### src/rtl/ropuf_pkg.sv
// ropuf_pkg -- shared constants and FSM state type for the RO-PUF evaluation
// controller.
//   WIN_LO   : lower edge of the comparator settle window
//   WIN_HI   : count value at which the comparator bit is captured
//   CNT_MAX  : last count value of each evaluation window
//   state_t  : evaluation FSM states
package ropuf_pkg;

    localparam logic [7:0] WIN_LO  = 8'd245;
    localparam logic [7:0] WIN_HI  = 8'd250;
    localparam logic [7:0] CNT_MAX = 8'd255;

    typedef enum logic [2:0] {
        S_IDLE,
        S_CLEAR,
        S_RUN,
        S_NEXT,
        S_DONE
    } state_t;

endpackage

### src/rtl/ropuf_win_timer.sv
// ropuf_win_timer -- 8-bit evaluation window counter.
//   clk, rst   : clock, asynchronous active-high reset
//   i_clr      : synchronous clear (wins over i_en)
//   i_en       : increment enable, saturates at CNT_MAX
//   o_count    : current window count
//   o_at_win   : count == WIN_HI (capture point)
//   o_at_max   : count == CNT_MAX (last window cycle)
module ropuf_win_timer #(
    parameter logic [7:0] WIN_HI  = ropuf_pkg::WIN_HI,
    parameter logic [7:0] CNT_MAX = ropuf_pkg::CNT_MAX
) (
    input  logic       clk,
    input  logic       rst,
    input  logic       i_clr,
    input  logic       i_en,
    output logic [7:0] o_count,
    output logic       o_at_win,
    output logic       o_at_max
);

    logic [7:0] r_count;

    always_ff @(posedge clk or posedge rst) begin
        if (rst) begin
            r_count <= '0;
        end else if (i_clr) begin
            r_count <= '0;
        end else if (i_en && (r_count != CNT_MAX)) begin
            r_count <= r_count + 8'd1;
        end
    end

    assign o_count  = r_count;
    assign o_at_win = (r_count == WIN_HI);
    assign o_at_max = (r_count == CNT_MAX);

endmodule

### src/rtl/ropuf_eval_ctrl.sv
// ropuf_eval_ctrl -- sequences RO-pair evaluations and collects the PUF
// response one bit per pair.
//   clk, rst   : clock, asynchronous active-high reset
//   start      : evaluation request (IDLE only)
//   cmp_bit    : RO-pair comparator output
//   resp_ack   : consumer acknowledge (DONE only)
//   count      : window count to the comparator
//   ro_en      : RO pair / counter enable
//   cnt_clr    : RO counter clear pulse
//   pair_sel   : index of the pair under evaluation
//   response   : collected response
//   resp_valid : response complete and stable
//   busy       : high in every state except IDLE
module ropuf_eval_ctrl #(
    parameter int unsigned RESP_BITS = 8,
    parameter logic [7:0]  WIN_HI    = 8'd250,
    parameter logic [7:0]  CNT_MAX   = 8'd255
) (
    input  logic                         clk,
    input  logic                         rst,
    input  logic                         start,
    input  logic                         cmp_bit,
    input  logic                         resp_ack,
    output logic [7:0]                   count,
    output logic                         ro_en,
    output logic                         cnt_clr,
    output logic [$clog2(RESP_BITS)-1:0] pair_sel,
    output logic [RESP_BITS-1:0]         response,
    output logic                         resp_valid,
    output logic                         busy
);

    import ropuf_pkg::*;

    localparam int unsigned SEL_W = $clog2(RESP_BITS);
    localparam logic [SEL_W-1:0] LAST_SEL = SEL_W'(RESP_BITS - 1);

    state_t                 r_state;
    logic                   r_ro_en;
    logic                   r_cnt_clr;
    logic                   r_resp_valid;
    logic                   r_busy;
    logic [SEL_W-1:0]       r_pair_sel;
    logic [RESP_BITS-1:0]   r_response;

    logic                   w_tmr_clr;
    logic                   w_tmr_en;
    logic                   w_at_win;
    logic                   w_at_max;

    // Counting only happens in RUN; every other state parks the counter at 0
    // on the following edge, so NEXT still shows CNT_MAX for its one cycle
    // while CLEAR and DONE see 0.
    assign w_tmr_clr = (r_state != S_RUN);
    assign w_tmr_en  = (r_state == S_RUN);

    ropuf_win_timer #(
        .WIN_HI  (WIN_HI),
        .CNT_MAX (CNT_MAX)
    ) u_timer (
        .clk      (clk),
        .rst      (rst),
        .i_clr    (w_tmr_clr),
        .i_en     (w_tmr_en),
        .o_count  (count),
        .o_at_win (w_at_win),
        .o_at_max (w_at_max)
    );

    always_ff @(posedge clk or posedge rst) begin
        if (rst) begin
            r_state      <= S_IDLE;
            r_ro_en      <= 1'b0;
            r_cnt_clr    <= 1'b0;
            r_resp_valid <= 1'b0;
            r_busy       <= 1'b0;
            r_pair_sel   <= '0;
            r_response   <= '0;
        end else begin
            case (r_state)
                S_IDLE: begin
                    if (start) begin
                        r_state    <= S_CLEAR;
                        r_pair_sel <= '0;
                        r_response <= '0;
                        r_cnt_clr  <= 1'b1;
                        r_busy     <= 1'b1;
                    end
                end
                S_CLEAR: begin
                    r_state   <= S_RUN;
                    r_cnt_clr <= 1'b0;
                    r_ro_en   <= 1'b1;
                end
                S_RUN: begin
                    if (w_at_win) begin
                        r_response[r_pair_sel] <= cmp_bit;
                    end
                    if (w_at_max) begin
                        r_state <= S_NEXT;
                        r_ro_en <= 1'b0;
                    end
                end
                S_NEXT: begin
                    if (r_pair_sel == LAST_SEL) begin
                        r_state      <= S_DONE;
                        r_resp_valid <= 1'b1;
                    end else begin
                        r_state    <= S_CLEAR;
                        r_pair_sel <= r_pair_sel + SEL_W'(1);
                        r_cnt_clr  <= 1'b1;
                    end
                end
                S_DONE: begin
                    if (resp_ack) begin
                        r_state      <= S_IDLE;
                        r_resp_valid <= 1'b0;
                        r_busy       <= 1'b0;
                    end
                end
                default: begin
                    r_state      <= S_IDLE;
                    r_ro_en      <= 1'b0;
                    r_cnt_clr    <= 1'b0;
                    r_resp_valid <= 1'b0;
                    r_busy       <= 1'b0;
                end
            endcase
        end
    end

    assign ro_en      = r_ro_en;
    assign cnt_clr    = r_cnt_clr;
    assign resp_valid = r_resp_valid;
    assign busy       = r_busy;
    assign pair_sel   = r_pair_sel;
    assign response   = r_response;

endmodule
### config.mk
export PLATFORM = sky130hd
export DESIGN_NAME = ropuf_eval_ctrl
export DESIGN_NICKNAME = d
export VERILOG_FILES = /design/src/rtl/ropuf_pkg.sv /design/src/rtl/ropuf_win_timer.sv /design/src/rtl/ropuf_eval_ctrl.sv
export SDC_FILE = /design/constraint.sdc
export NUM_CORES = 1
export LEC_CHECK = 0
export ABC_AREA = 1
export CORE_MARGIN = 5
export CORE_UTILIZATION = 47
export DETAILED_ROUTE_END_ITERATION = 12
export GPL_TIMING_DRIVEN = 0
export PLACE_DENSITY_LB_ADDON = 0.05
export SLEW_MARGIN = 20
export SYNTH_ARGS = -nofsm -noshare
export SYNTH_HDL_FRONTEND = slang
export SYNTH_HIERARCHICAL = 1
export SYNTH_SLANG_ARGS = --single-unit
### constraint.sdc
create_clock -name clk -period 1.61 [get_ports clk]
set_clock_uncertainty 0.2 [all_clocks]
set_input_delay 0.322 -clock clk [delete_from_list [all_inputs] [get_ports clk]]
set_output_delay 0.322 -clock clk [all_outputs]
set_load 0.02 [all_outputs]
==> qor.yml <==
vias: 1516
outcome: "complete, but fails checks"
ys_ff_latch: 26
hpwl_um: 2520
critPathMaxStageDelay_ns: 0.43
relSlewSlack_pct: 50.8
switching_share_pct: 46.3
p_comb_share_pct: 58.9
yosysUniqueCellTypes: 26
clock_path_buffers: 2
p_sw_mw: 1.35
synth_top_cell_by_area: "dfrtp_1"
via_per_inst: 4.84
power_density_nw_per_um2: 1350
peakVddDrop_v: 0.000828
nets: 278
seq_area_frac_synth_pct: 40.6
finish.instance_area_um2: 2160
path_max_fanout: 8
grt_pass1_vias: 1334
antenna_cells: 0
final-max-slew-violation-count: 0
cp.arrival_ns: 1.79
grt_use_total_pct: 17.2
leakage_nw: 1.18
synth_edf_count: 0
syn-instance-count: 219
internal-power_mw: 1.57
antenna_found_initial: 0
cts_hold_buf: 0
setup.worst_path.class: "register to register"
drt_iter0_markers: 129
area_growth_pct: 35.2
yosys_most_used_dff: "dfrtp_1"
holdCritPathClass: "input pin to async pin"
rows: 21
drive_gt1_share_pct: 29.6
dieWidth_um: 68.4
failed_checks: "negative setup slack"
core_um2: 3310
dpl_worst_slack_ns: -0.211
max_slew.worst_pin.slew_ns: 0.737
dr.pass1.iters: 4
min_period_ns: 1.77
synth_commonest_cells: "nand2_1, inv_1, nand3_1"
io_buffers: 27
drc: 0
grt_pass1_wl_um: 6030
syn_area_per_cell_um2: 7.31
gp_congestion: 0.865
crit_chain: "inv_2 -> ha_4 -> nand3b_1 -> nor3_2 -> nand3_2 -> nand2_4 -> buf_12 -> nand2_2 -> nand2_1 -> nand2_1"
critPathSlowestCell: "dfrtp_2"
die_area_um2: 4680
timing.final.crit_share_pct: 110
clkTransAtPathRegs_ns: 0.14
seqPwrFrac_pct: 31.8
cts_buffers: 3
synth_top_area_share_pct: 40.6
finalWirelength_um: 3650
place_area_um2: 1940
syn_area_um2: 1600
pwr-share-clk_pct: 9.2
cp-start-kind: "register"
clkSinkCount: 26
grt_max_degree: 19
max_freq_ghz: 0.564
wl_per_cell_um: 11.6
insertion_delay_ns: 0.31
crit_required_ns: 1.63
cap_violations: 0
start_util_pct: 48.4
syn-num-nets: 228
finalWorstSetupSlack_ns: -0.164
cp_common_cell: "nand2_1"
ant_nets: 0
hold_viol: 0
critical-path-top-delay-family: "simple AND/OR/NAND/NOR gates"
cp-end-kind: "register"
setup_violations: 14
tritoncts: "yes"
ys_warn_count: 6
die_h_um: 68.4
htreeDepth: 1
overflow: 0
rsz0062_at_grt: "true"
synth_area_leaders: "dfrtp_1, nand2_1, nand3_1"
yosysMostFrequentCell: "nand2_1"
nFillCells: 295
ioPinCount: 28
ys_async_sr_fraction_pct: 100
critPathBufInv: 2
clockRootBuffer: "clkbuf_4"
## registers in the layout, indices dropped and copies added, names as in the netlist
signal and flops:
ro_en 1, resp_valid 1, r_state 3, u_timer/o_count 8, cnt_clr 1, busy 1, pair_sel 3, response 8
## per-stage QoR
step           hold WS [ns]  TNS (ns)  power, mW  instances  util, %
2_1_floorplan       -0.0625   -0.0685       1.96        219        -
3_3_place_gp          0.253     -2.22       2.41        292     58.6
3_5_place_dp          0.259     -2.31       2.41        292     58.6
4_1_cts              0.0694     -1.05       2.82        307     62.6
5_1_grt              0.0980     -2.54       3.20        313     65.4
6_report             0.0797     -1.05       2.93        313     65.4
## power by group through the flow
| stage | clock network, mW | logic (mW) | registers, mW |
|---|---|---|---|
| floorplan | 0 | 0.876 | 1.08 |
| global placement | 0 | 1.44 | 0.968 |
| detailed placement | 0 | 1.44 | 0.968 |
| CTS | 0.299 | 1.60 | 0.921 |
| global route | 0.316 | 1.92 | 0.958 |
| finish | 0.270 | 1.73 | 0.932 |
## cells in the final DEF, fill, tap and decap left out, drive strengths merged
cell,instances
nand2,87
nand3,32
inv,31
dfrtp,26
buf,24
nor2,18
clkbuf,10
clkdlybuf4s15,7
dlygate4sd2,6
clkdlybuf4s50,4
o21ai,4
ha,4
nand4,3
xor2,3
nand3b,2
a21oi,2
clkinv,2
o21bai,1
nor3,1
## final timing paths
kind / startpoint / end / slack [ns] / cells after the start
max: u_timer/o_count[0] / response[5] / -0.16 / 10
min: rst / u_timer/o_count[6] / 0.08 / 2
max reg2reg: u_timer/o_count[0] / response[5] / -0.16 / 10
min reg2reg: response[1] / response[1] / 0.29 / 2
max in group asynchronous: rst / pair_sel[1] / 0.45 / 2
min in group clk: response[1] / response[1] / 0.29 / 2
## cells by family after synthesis
group | after synthesis | synth area share, %
flops | 26 | 40.6
xor+xnor | 3 | 1.64
fa+ha+maj | 4 | 3.13
buf+inv | 36 | 10.3
compound gates | 7 | 2.34
simple gates | 143 | 42.0
## repair_timing
action | CTS | global route
setup endpoints to repair | 45 | 40
pin swaps | 3 | 5
gates resized for setup | 49 | 35
buffers inserted | 11 | 6
gates cloned | 1 | 0
## routing by layer
| layer | up-vias | wire length, µm | GRT usage [%] |
|---|---|---|---|
| li1 | 779 | - | - |
| met1 | 700 | 1720 | 24.4 |
| met2 | 35 | 1760 | 27.2 |
| met3 | 2 | 155 | 2.13 |
| met4 | 0 | 16 | 5.21 |
| met5 | - | 0 | 0 |
## layout make-up
cell class	count	area (µm²)	area share (%)
multi-input cells	157	870	40.2
clock buffers	3	22.5	1.04
inverters	33	133	6.13
plain buffers	3	42.5	1.97
well taps	46	57.6	2.66
repair buffers	45	379	17.5
flip-flops and latches	26	661	30.5
(Power assumes the default switching activity.)
